==> config.mk <==
export PLATFORM = sky130hd
export DESIGN_NAME = pkt_reader
export DESIGN_NICKNAME = d
export VERILOG_FILES = /design/src/rtl/packet_pkg.sv /design/src/rtl/pkt_skid_buf.sv /design/src/rtl/pkt_reader.sv
export SDC_FILE = /design/constraint.sdc
export NUM_CORES = 1
export LEC_CHECK = 0
export CAP_MARGIN = 25
export CORE_MARGIN = 3
export CORE_UTILIZATION = 40
export CTS_CLUSTER_DIAMETER = 120
export CTS_CLUSTER_SIZE = 10
export DETAILED_ROUTE_END_ITERATION = 10
export GPL_TIMING_DRIVEN = 1
export PLACE_DENSITY = 0.65
export SLEW_MARGIN = 20
export SYNTH_ARGS = -nofsm -noshare
export SYNTH_HDL_FRONTEND = slang
export SYNTH_HIERARCHICAL = 1
export SYNTH_SLANG_ARGS = --single-unit
==> constraint.sdc <==
create_clock -name clk -period 2.96 [get_ports clk]
set_input_delay 0.592 -clock clk [delete_from_list [all_inputs] [get_ports clk]]
set_output_delay 0.592 -clock clk [all_outputs]
set_load 0.03 [all_outputs]
==> src/rtl/packet_pkg.sv <==
// Shared packet constants: bus widths, header field positions, reader FSM states, buffer word layout.
// Pure definitions with no timing or backpressure of their own.
package packet_pkg;

  localparam int DATA_WIDTH = 16;
  localparam int HDR_WIDTH  = DATA_WIDTH / 2;
  localparam int DEPTH      = 8;

  localparam int DEST_LSB = 0;
  localparam int DEST_MSB = 1;
  localparam int LEN_LSB  = 2;
  localparam int LEN_MSB  = 7;

  localparam int DEST_W = DEST_MSB - DEST_LSB + 1;
  localparam int LEN_W  = LEN_MSB - LEN_LSB + 1;
  localparam int CNT_W  = LEN_W + 1;

  typedef enum logic [1:0] {
    ST_IDLE,
    ST_REQ,
    ST_XFER,
    ST_DRAIN
  } rd_state_t;

  typedef struct packed {
    logic                  sop;
    logic                  eop;
    logic [DATA_WIDTH-1:0] data;
  } buf_word_t;

  function automatic logic [3:0] dest_onehot(input logic [DEST_W-1:0] dest);
    return 4'b0001 << dest;
  endfunction

endpackage

==> src/rtl/pkt_skid_buf.sv <==
// 2-entry in-order output buffer: a push lands one cycle before it can be presented, a head word is held while !ready,
// and the writer must not push into a full buffer (a simultaneous push and pop leaves the count unchanged).
module pkt_skid_buf #(
  parameter int W = 18
) (
  input  logic         clk,
  input  logic         rst_n,
  input  logic         push,
  input  logic [W-1:0] wr_data,
  input  logic         ready,
  output logic         valid,
  output logic [W-1:0] rd_data,
  output logic [1:0]   count
);

  logic [W-1:0] mem [2];
  logic         wr_ptr;
  logic         rd_ptr;
  logic         pop;

  assign valid   = (count != 2'd0);
  assign pop     = valid && ready;
  assign rd_data = mem[rd_ptr];

  always_ff @(posedge clk or negedge rst_n) begin
    if (!rst_n) begin
      mem[0] <= '0;
      mem[1] <= '0;
      wr_ptr <= 1'b0;
      rd_ptr <= 1'b0;
      count  <= 2'd0;
    end else begin
      if (push) begin
        mem[wr_ptr] <= wr_data;
        wr_ptr      <= !wr_ptr;
      end
      if (pop) begin
        rd_ptr <= !rd_ptr;
      end
      case ({push, pop})
        2'b10:   count <= count + 2'd1;
        2'b01:   count <= count - 2'd1;
        default: count <= count;
      endcase
    end
  end

endmodule

==> src/rtl/pkt_reader.sv <==
// Drains one input FIFO: peeks the header, requests output DEST, streams LEN+1 words with sop/eop, one word/cycle from 2 cycles after grant.
// out_ready backpressure throttles FIFO pops through a 2-entry skid buffer; PKT_READER_LOOPBACK_DROP_EN silently drops packets addressed to PORT_ID.
module pkt_reader
  import packet_pkg::*;
#(
  parameter int PORT_ID = 0
) (
  input  logic                  clk,
  input  logic                  rst_n,
  input  logic                  fifo_empty,
  input  logic [HDR_WIDTH-1:0]  fifo_header,
  output logic                  fifo_rd_en,
  input  logic [DATA_WIDTH-1:0] fifo_data,
  output logic [3:0]            req,
  input  logic                  grant,
  input  logic                  out_ready,
  output logic                  out_valid,
  output logic                  out_sop,
  output logic                  out_eop,
  output logic [DATA_WIDTH-1:0] out_data,
  output logic [1:0]            out_dest
);

`ifdef PKT_READER_LOOPBACK_DROP_EN
  localparam bit LOOPBACK_DROP = 1'b1;
`else
  localparam bit LOOPBACK_DROP = 1'b0;
`endif

  localparam int BUF_W = $bits(buf_word_t);

  rd_state_t         state;
  rd_state_t         state_nxt;
  logic [DEST_W-1:0] dest_q;
  logic [DEST_W-1:0] hdr_dest;
  logic [LEN_W-1:0]  len_q;
  logic [LEN_W-1:0]  hdr_len;
  logic [LEN_W-1:0]  cnt_len;
  logic              drop_q;
  logic              is_loop;
  logic              load_hdr;
  logic              load_cnt;
  logic [CNT_W-1:0]  rd_remaining;
  logic [CNT_W-1:0]  wr_idx;
  logic              inflight;
  logic              pop;
  logic              push;
  logic              room;
  logic [1:0]        buf_count;
  logic              buf_valid;
  buf_word_t         wr_word;
  buf_word_t         rd_word;

  assign hdr_dest = fifo_header[DEST_MSB:DEST_LSB];
  assign hdr_len  = fifo_header[LEN_MSB:LEN_LSB];
  assign is_loop  = LOOPBACK_DROP && (hdr_dest == PORT_ID[DEST_W-1:0]);

  assign pop  = buf_valid && out_ready;
  assign push = inflight && !drop_q;

  // Occupancy after this edge must stay within the 2 buffer slots, counting the word still on its way from the FIFO.
  assign room = (({1'b0, buf_count} + {2'b00, inflight}) - {2'b00, pop}) < 3'd2;

  always_comb begin
    state_nxt  = state;
    fifo_rd_en = 1'b0;
    req        = 4'b0000;
    load_hdr   = 1'b0;
    load_cnt   = 1'b0;
    cnt_len    = len_q;
    case (state)
      ST_IDLE: begin
        if (!fifo_empty) begin
          load_hdr = 1'b1;
          if (is_loop) begin
            load_cnt  = 1'b1;
            cnt_len   = hdr_len;
            state_nxt = ST_XFER;
          end else begin
            state_nxt = ST_REQ;
          end
        end
      end
      ST_REQ: begin
        req = dest_onehot(dest_q);
        if (grant) begin
          load_cnt  = 1'b1;
          state_nxt = ST_XFER;
        end
      end
      ST_XFER: begin
        req        = drop_q ? 4'b0000 : dest_onehot(dest_q);
        fifo_rd_en = !fifo_empty && (rd_remaining != '0) && room;
        if (fifo_rd_en && (rd_remaining == CNT_W'(1))) begin
          state_nxt = ST_DRAIN;
        end
      end
      ST_DRAIN: begin
        req = drop_q ? 4'b0000 : dest_onehot(dest_q);
        if ((buf_count == 2'd0) && !inflight) begin
          state_nxt = ST_IDLE;
        end
      end
      default: state_nxt = ST_IDLE;
    endcase
  end

  always_ff @(posedge clk or negedge rst_n) begin
    if (!rst_n) begin
      state <= ST_IDLE;
    end else begin
      state <= state_nxt;
    end
  end

  always_ff @(posedge clk or negedge rst_n) begin
    if (!rst_n) begin
      dest_q       <= '0;
      len_q        <= '0;
      drop_q       <= 1'b0;
      rd_remaining <= '0;
      wr_idx       <= '0;
      inflight     <= 1'b0;
    end else begin
      inflight <= fifo_rd_en;
      if (load_hdr) begin
        dest_q <= hdr_dest;
        len_q  <= hdr_len;
        drop_q <= is_loop;
      end
      if (load_cnt) begin
        rd_remaining <= {1'b0, cnt_len} + CNT_W'(1);
        wr_idx       <= '0;
      end else begin
        if (fifo_rd_en) begin
          rd_remaining <= rd_remaining - CNT_W'(1);
        end
        if (push) begin
          wr_idx <= wr_idx + CNT_W'(1);
        end
      end
    end
  end

  // Word position is tagged on entry so sop/eop travel with the data through the buffer.
  assign wr_word.sop  = (wr_idx == '0);
  assign wr_word.eop  = (wr_idx == {1'b0, len_q});
  assign wr_word.data = fifo_data;

  pkt_skid_buf #(
    .W(BUF_W)
  ) u_skid_buf (
    .clk     (clk),
    .rst_n   (rst_n),
    .push    (push),
    .wr_data (wr_word),
    .ready   (out_ready),
    .valid   (buf_valid),
    .rd_data (rd_word),
    .count   (buf_count)
  );

  assign out_valid = buf_valid;
  assign out_sop   = buf_valid && rd_word.sop;
  assign out_eop   = buf_valid && rd_word.eop;
  assign out_data  = buf_valid ? rd_word.data : '0;
  assign out_dest  = dest_q;

endmodule

==> After elaboration in Yosys (flattened, before gate mapping) <==
Cells that the tools add are included.
{ "classes": {"n_addsub": 7, "order_cmp": 4, "n_eq_ne": 11, "shifts": 1, "mux": 23, "n_bitwise": 2, "n_reduce_logical": 22} }
{ "op_table": {"columns": ["cell", "count"], "rows": [
  ["$mux W18", 4],
  ["$bwmux W36", 1],
  ["$mux W7", 4],
  ["$demux W18 S1", 1],
  ["$mux W16", 1],
  ["$logic_and A1 B1 Y1", 8],
  ["$mux W2", 4],
  ["$ne A2 B2 Y1 const B", 4],
  ["$pmux W2 S4", 1],
  ["$reduce_bool A2 Y1", 4],
  ["$add A6 B1 Y7 const B", 1],
  ["$add A7 B1 Y7 const B", 1],
  ["$eq A7 B1 Y1 const B", 1],
  ["$eq A7 B6 Y1", 1],
  ["$logic_not A7 Y1", 1],
  ["$reduce_bool A7 Y1", 1],
  ["$sub A7 B1 Y7 const B", 1],
  ["$eq A2 B2 Y1 const B", 3],
  ["$mux W1", 5],
  ["$eq A2 B1 Y1 const B", 2],
  ["$ge A2 B2 Y1 const B", 2],
  ["$logic_not A1 Y1", 4],
  ["$logic_not A2 Y1", 2],
  ["$mux W4", 1],
  ["11 further kinds", 12]
]} }
{ "totals": {"register_bits": 65, "in_bits": 29, "out_inout_bits": 26, "wordCells": 81} }

==> Logic depth before layout (Yosys ltp) <==
{ "depth": {"depth_word": 8, "mapped_depth": 9, "depth_no_buf": 9} }

==> By module <==
The synthesis kept the hierarchy.
{ "by_module_without_submodules": {"columns": ["mod", "n_inst", "cells_per_inst", "area_each_um2", "seq_area_each_um2"], "rows": [
  ["pkt_reader", 1, 181, 1752.9, 625.6],
  ["pkt_skid_buf", 1, 110, 1735.4, 1001.0]
]} }

==> Worst setup path after synthesis <==
Ideal clock, no wire load.
{ "synth_path": {"path_kind": "reg2out", "start": "reg u_skid_buf.count[1]", "end": "out fifo_rd_en", "arrival_time_ns": 2.740, "t_required_ns": 2.368, "setup_slack_ns": -0.372, "stages_incl_launch_ff": 8, "path_buffers": 0, "cell_sequence": "dfrtp_1 or2_2 and2_1 ha_1 nand2b_1 fa_1 xor2_1 a2111oi_4"} }
{ "synth_between": {"elab_chain_cells": 6, "word_cells_on_any_way": 7, "classes_between": "2 x add/sub; 1 x order compare; 1 x mux; 3 x reduce/logical"} }
{ "synth_rtl": {"columns": ["item", "line_no", "rtl"], "rows": [
  ["from (decl)", "pkt_skid_buf.sv:13", "output logic [1:0] count"],
  ["from (signal assigned)", "pkt_skid_buf.sv:41", "2'b10: count <= count + 2'd1;"],
  ["from (signal assigned)", "pkt_skid_buf.sv:42", "2'b01: count <= count - 2'd1;"],
  ["from (signal assigned)", "pkt_skid_buf.sv:43", "default: count <= count;"],
  ["$reduce_bool A2 Y1", "pkt_skid_buf.sv:21", "assign valid = (count != 2'd0);"],
  ["via out_valid", "pkt_reader.sv:17", "output logic out_valid,"],
  ["$logic_and A1 B1 Y1", "pkt_reader.sv:58", "assign pop = buf_valid && out_ready;"],
  ["$sub A3 B1 Y3", "pkt_reader.sv:62", "assign room = (({1'b0, buf_count} + {2'b00, inflight}) - {2'b00, pop}) < 3'd2;"],
  ["$lt A3 B2 Y1", "pkt_reader.sv:62", null],
  ["$logic_and A1 B1 Y1", "pkt_reader.sv:93", "fifo_rd_en = !fifo_empty && (rd_remaining != '0) && room;"],
  ["$mux W1", "pkt_reader.sv:71", "case (state)"],
  ["to (decl)", "pkt_reader.sv:12", "output logic fifo_rd_en,"]
]} }
The timed path passes the listed nets, and every way through them passes these cells.

==> Worst setup path in the final report <==
{ "layout_path": {"start": "reg u_skid_buf.count[0]", "end": "out fifo_rd_en"} }
{ "layout_between": {"elab_chain_cells": 6, "word_cells_on_any_way": 7, "classes_between": "2 x add/sub; 1 x order compare; 1 x mux; 3 x reduce/logical"} }
{ "layout_rtl": {"columns": ["item", "line_no"], "rows": [
  ["parallel branches: the longest is 2 deep, another holds $add A2 B1 Y3", null],
  ["$sub A3 B1 Y3 *", "pkt_reader.sv:62"],
  ["$lt A3 B2 Y1 *", "pkt_reader.sv:62"],
  ["$logic_and A1 B1 Y1 *", "pkt_reader.sv:93"],
  ["$mux W1 *", "pkt_reader.sv:71"]
]} }
Mark *: on every way between the ends.

==> run metrics <==
Setup Skew 0.01002 ns; CP Class flip-flop to primary output; # DRC 0; crit path time final 3.196 ns; DR pass1 iterations 4; share of cells above drive strength 1 29.75%; Fin Hold WS 0.2922 ns; Rows 33; EDFF count, synth 0; n_diodes 0; total power 5.129 mW; Via density 5.130; dominant synthesized flop cell dfrtp_1; worst skew pair latency 0.36 ns; GPL Wtd Cong 0.7968; largest net degree at the start of global routing 35; hold_buf cts 0; R2R depth 10; Worst Tran Pin Value 0.7439 ns; clock transition at the registers of the reported paths 0.08 ns; I/O pin count 55; Final Util 53.36%; grt total ovfl 0; synthesized area 3488 sq um; P per Cell Area 1152 nW/um^2; Slew Viols, Final 0; routed vias 2,401; Mapped Avg Cell Area 11.99 sq um; Setup WS post-layout -0.2360 ns; total track usage 15.28%; CTS Buffer Depth 2; flop and latch count out of synthesis 65; Lkg Pwr 1.866 nW; Initial Utilization 41.82%; P&R area growth vs syn 27.58%; worst vdd ir 645.7 uV; Initial DRC Count 100; CP required 2.37 ns; outcome finished, violations left; hpwl dp 4875 um; total CTS buffers 9; cell count after synthesis 291; achievable clock frequency 312.9 MHz; # setup viols final 1; Fin. Hold Viols 0; initial antenna violation count 0; Worst Path Max Fanout 2; Seq/Total Area, Yosys 46.63%; Final #Nets 401; Slew Limit Headroom 50.41%; CTS sink count 65; syn_nets 334; synth unique cells 48; violated checks setup timing; fin crit share 108.0%; Fillers 752; Critical R2R Launch u_skid_buf/count[0]$_DFFE_PN0P_; CTS tree yes; vias in the first global route 2,486; WP data arrival 2.60 ns; Async SR Flop Fraction 100.0%; routed length per instance 14.70 um; first-pass GRT wire length 11,920 um; clk root buf clkbuf_8; core area 8341 sq um; Worst Setup Slack post-DPL -0.4863 ns; die area 9877 sq um; routed wire length 6878 um; Die Y 99.39 um; Reg2Reg Capture Point rd_remaining[5]$_DFFE_PN0P_; max cap viols 0; yosys warns 6; die width 99.39 um; worst min path class input port to async pin; RSZ-0062 raised after global routing true; H-tree levels 3; PortBufs 54; Critical Path Source Type flip-flop; Critical Path End Type primary output; Routed Antenna Nets 0; r2r setup slk 0.09 ns
[how the worst max path moves through the flow]
| stage | startpoint | endpoint | cells after the start | slack, ns |
|---|---|---|---|---|
| final | u_skid_buf/count[0]$_DFFE_PN0P_ | fifo_rd_en | 8 | -0.24 |
| after CTS | u_skid_buf/count[0]$_DFFE_PN0P_ | fifo_rd_en | 8 | -0.24 |
| after floorplan | u_skid_buf/count[1]$_DFFE_PN0P_ | fifo_rd_en | 7 | -0.14 |
| after global placement | out_ready | fifo_rd_en | 8 | -0.48 |
| after detailed placement | out_ready | fifo_rd_en | 8 | -0.49 |
| after global routing | u_skid_buf/count[1]$_DFFE_PN0P_ | fifo_rd_en | 8 | -0.32 |
[sequential cells by signal (all words and copies together), names as in the netlist]
signal / count
out_dest: 2
u_skid_buf/mem: 36
u_skid_buf/wr_ptr: 1
inflight: 1
rd_remaining: 7
u_skid_buf/rd_ptr: 1
state: 2
len_q: 6
wr_idx: 7
u_skid_buf/count: 2
[synth_stat cells (3+ instances only)]
cell type	count	area, sq um
nand2_1	13	48.80
dfrtp_1	65	1627
nor2_1	9	33.78
xnor2_1	8	70.07
nand4_1	4	25.02
clkbuf_1	6	22.52
inv_1	9	33.78
a21oi_1	4	20.02
nor3b_1	4	30.03
and2_1	21	131.4
ha_1	13	162.7
nor3_1	5	25.02
nand3_1	5	25.02
or3_1	3	18.77
a31oi_1	4	25.02
mux2_2	62	698.2
xor2_1	14	122.6
o21ai_0	4	20.02
[placed cells by master, fill, tap and decap left out, drive strengths merged, types with 3 or more instances in the layout]
| cell type | synthesis | layout |
|---|---|---|
| nand4 | 4 | 4 |
| dfrtp | 65 | 65 |
| mux2 | 62 | 62 |
| or3 | 4 | 4 |
| nor3 | 5 | 5 |
| and2 | 21 | 21 |
| ha | 13 | 13 |
| buf | 4 | 14 |
| nor2 | 10 | 10 |
| xnor2 | 8 | 8 |
| a21oi | 4 | 4 |
| clkinv | 0 | 3 |
| o21ai | 5 | 5 |
| nand2 | 14 | 14 |
| nor3b | 5 | 5 |
| clkbuf | 6 | 9 |
| clkdlybuf4s50 | 0 | 51 |
| xor2 | 14 | 14 |
| nand3 | 5 | 5 |
| inv | 9 | 11 |
| a31oi | 4 | 4 |
[power by group]
part / internal, mW / total [mW] / switching (mW) / leakage [nW]
logic: 1.42 / 2.75 / 1.33 / 0.972
registers: 1.29 / 1.60 / 0.316 / 0.795
clock network: 0.396 / 0.772 / 0.376 / 0.100
[critical path, cell delays in order, from the launching register on]
cell	delay, ns
dfrtp_1	0.38
or2_4	0.25
and2_4	0.14
ha_4	0.20
nand2b_4	0.13
fa_2	0.38
xor2_4	0.18
a2111oi_4	0.35
buf_4	0.23
[per-stage QoR]
stage | setup TNS [ns] | instances | area [sq um]
floorplan | -0.1886 | 291 | 3517
global route | -0.3167 | 468 | 4451
global placement | -0.9967 | 450 | 4214
detailed placement | -1.181 | 450 | 4214
CTS | -0.2384 | 468 | 4451
finish | -0.2360 | 468 | 4451
[per-layer routing]
layer | vias to the layer above | part of all wire (%) | track usage (%)
met1 | 1164 | 47 | 20.36
met3 | 10 | 5.3 | 5.119
met4 | 0 | 1.5 | 4.727
met5 | - | 0 | 0
li1 | 1170 | - | -
met2 | 57 | 46 | 23.66
[logic make-up after synthesis]
group / count (synthesis) / synth area share [%]
xor gates and xnor gates: 22 / 5.524
AOI/OAI and AO/OA: 25 / 5.452
muxes: 64 / 20.59
adders and majority gates: 14 / 5.237
buffers and inverters: 19 / 2.546
and+or+nand+nor: 82 / 14.02
DFF: 65 / 46.63
[what timing repair did]
action | 4_1_cts | 5_1_grt
endpoints found under the hold margin | 0 | 0
endpoints found under the setup margin | 1 | 1
setup buffers | 2 | 0
gates resized for setup | 4 | 0
pin swaps | 5 | 0
[layout make-up]
type                    count  area (sq um)  share of cell area, %
flip-flops and latches     65          1628                  36.58
well taps                 105         131.4                  2.952
clock buffers               9         123.9                  2.783
multi-input cells         207          1822                  40.93
repair buffers             66         634.4                  14.25
clock inverters             7         77.57                  1.743
inverters                   9         33.78                 0.7591
Power figures use the tool's default switching activity.
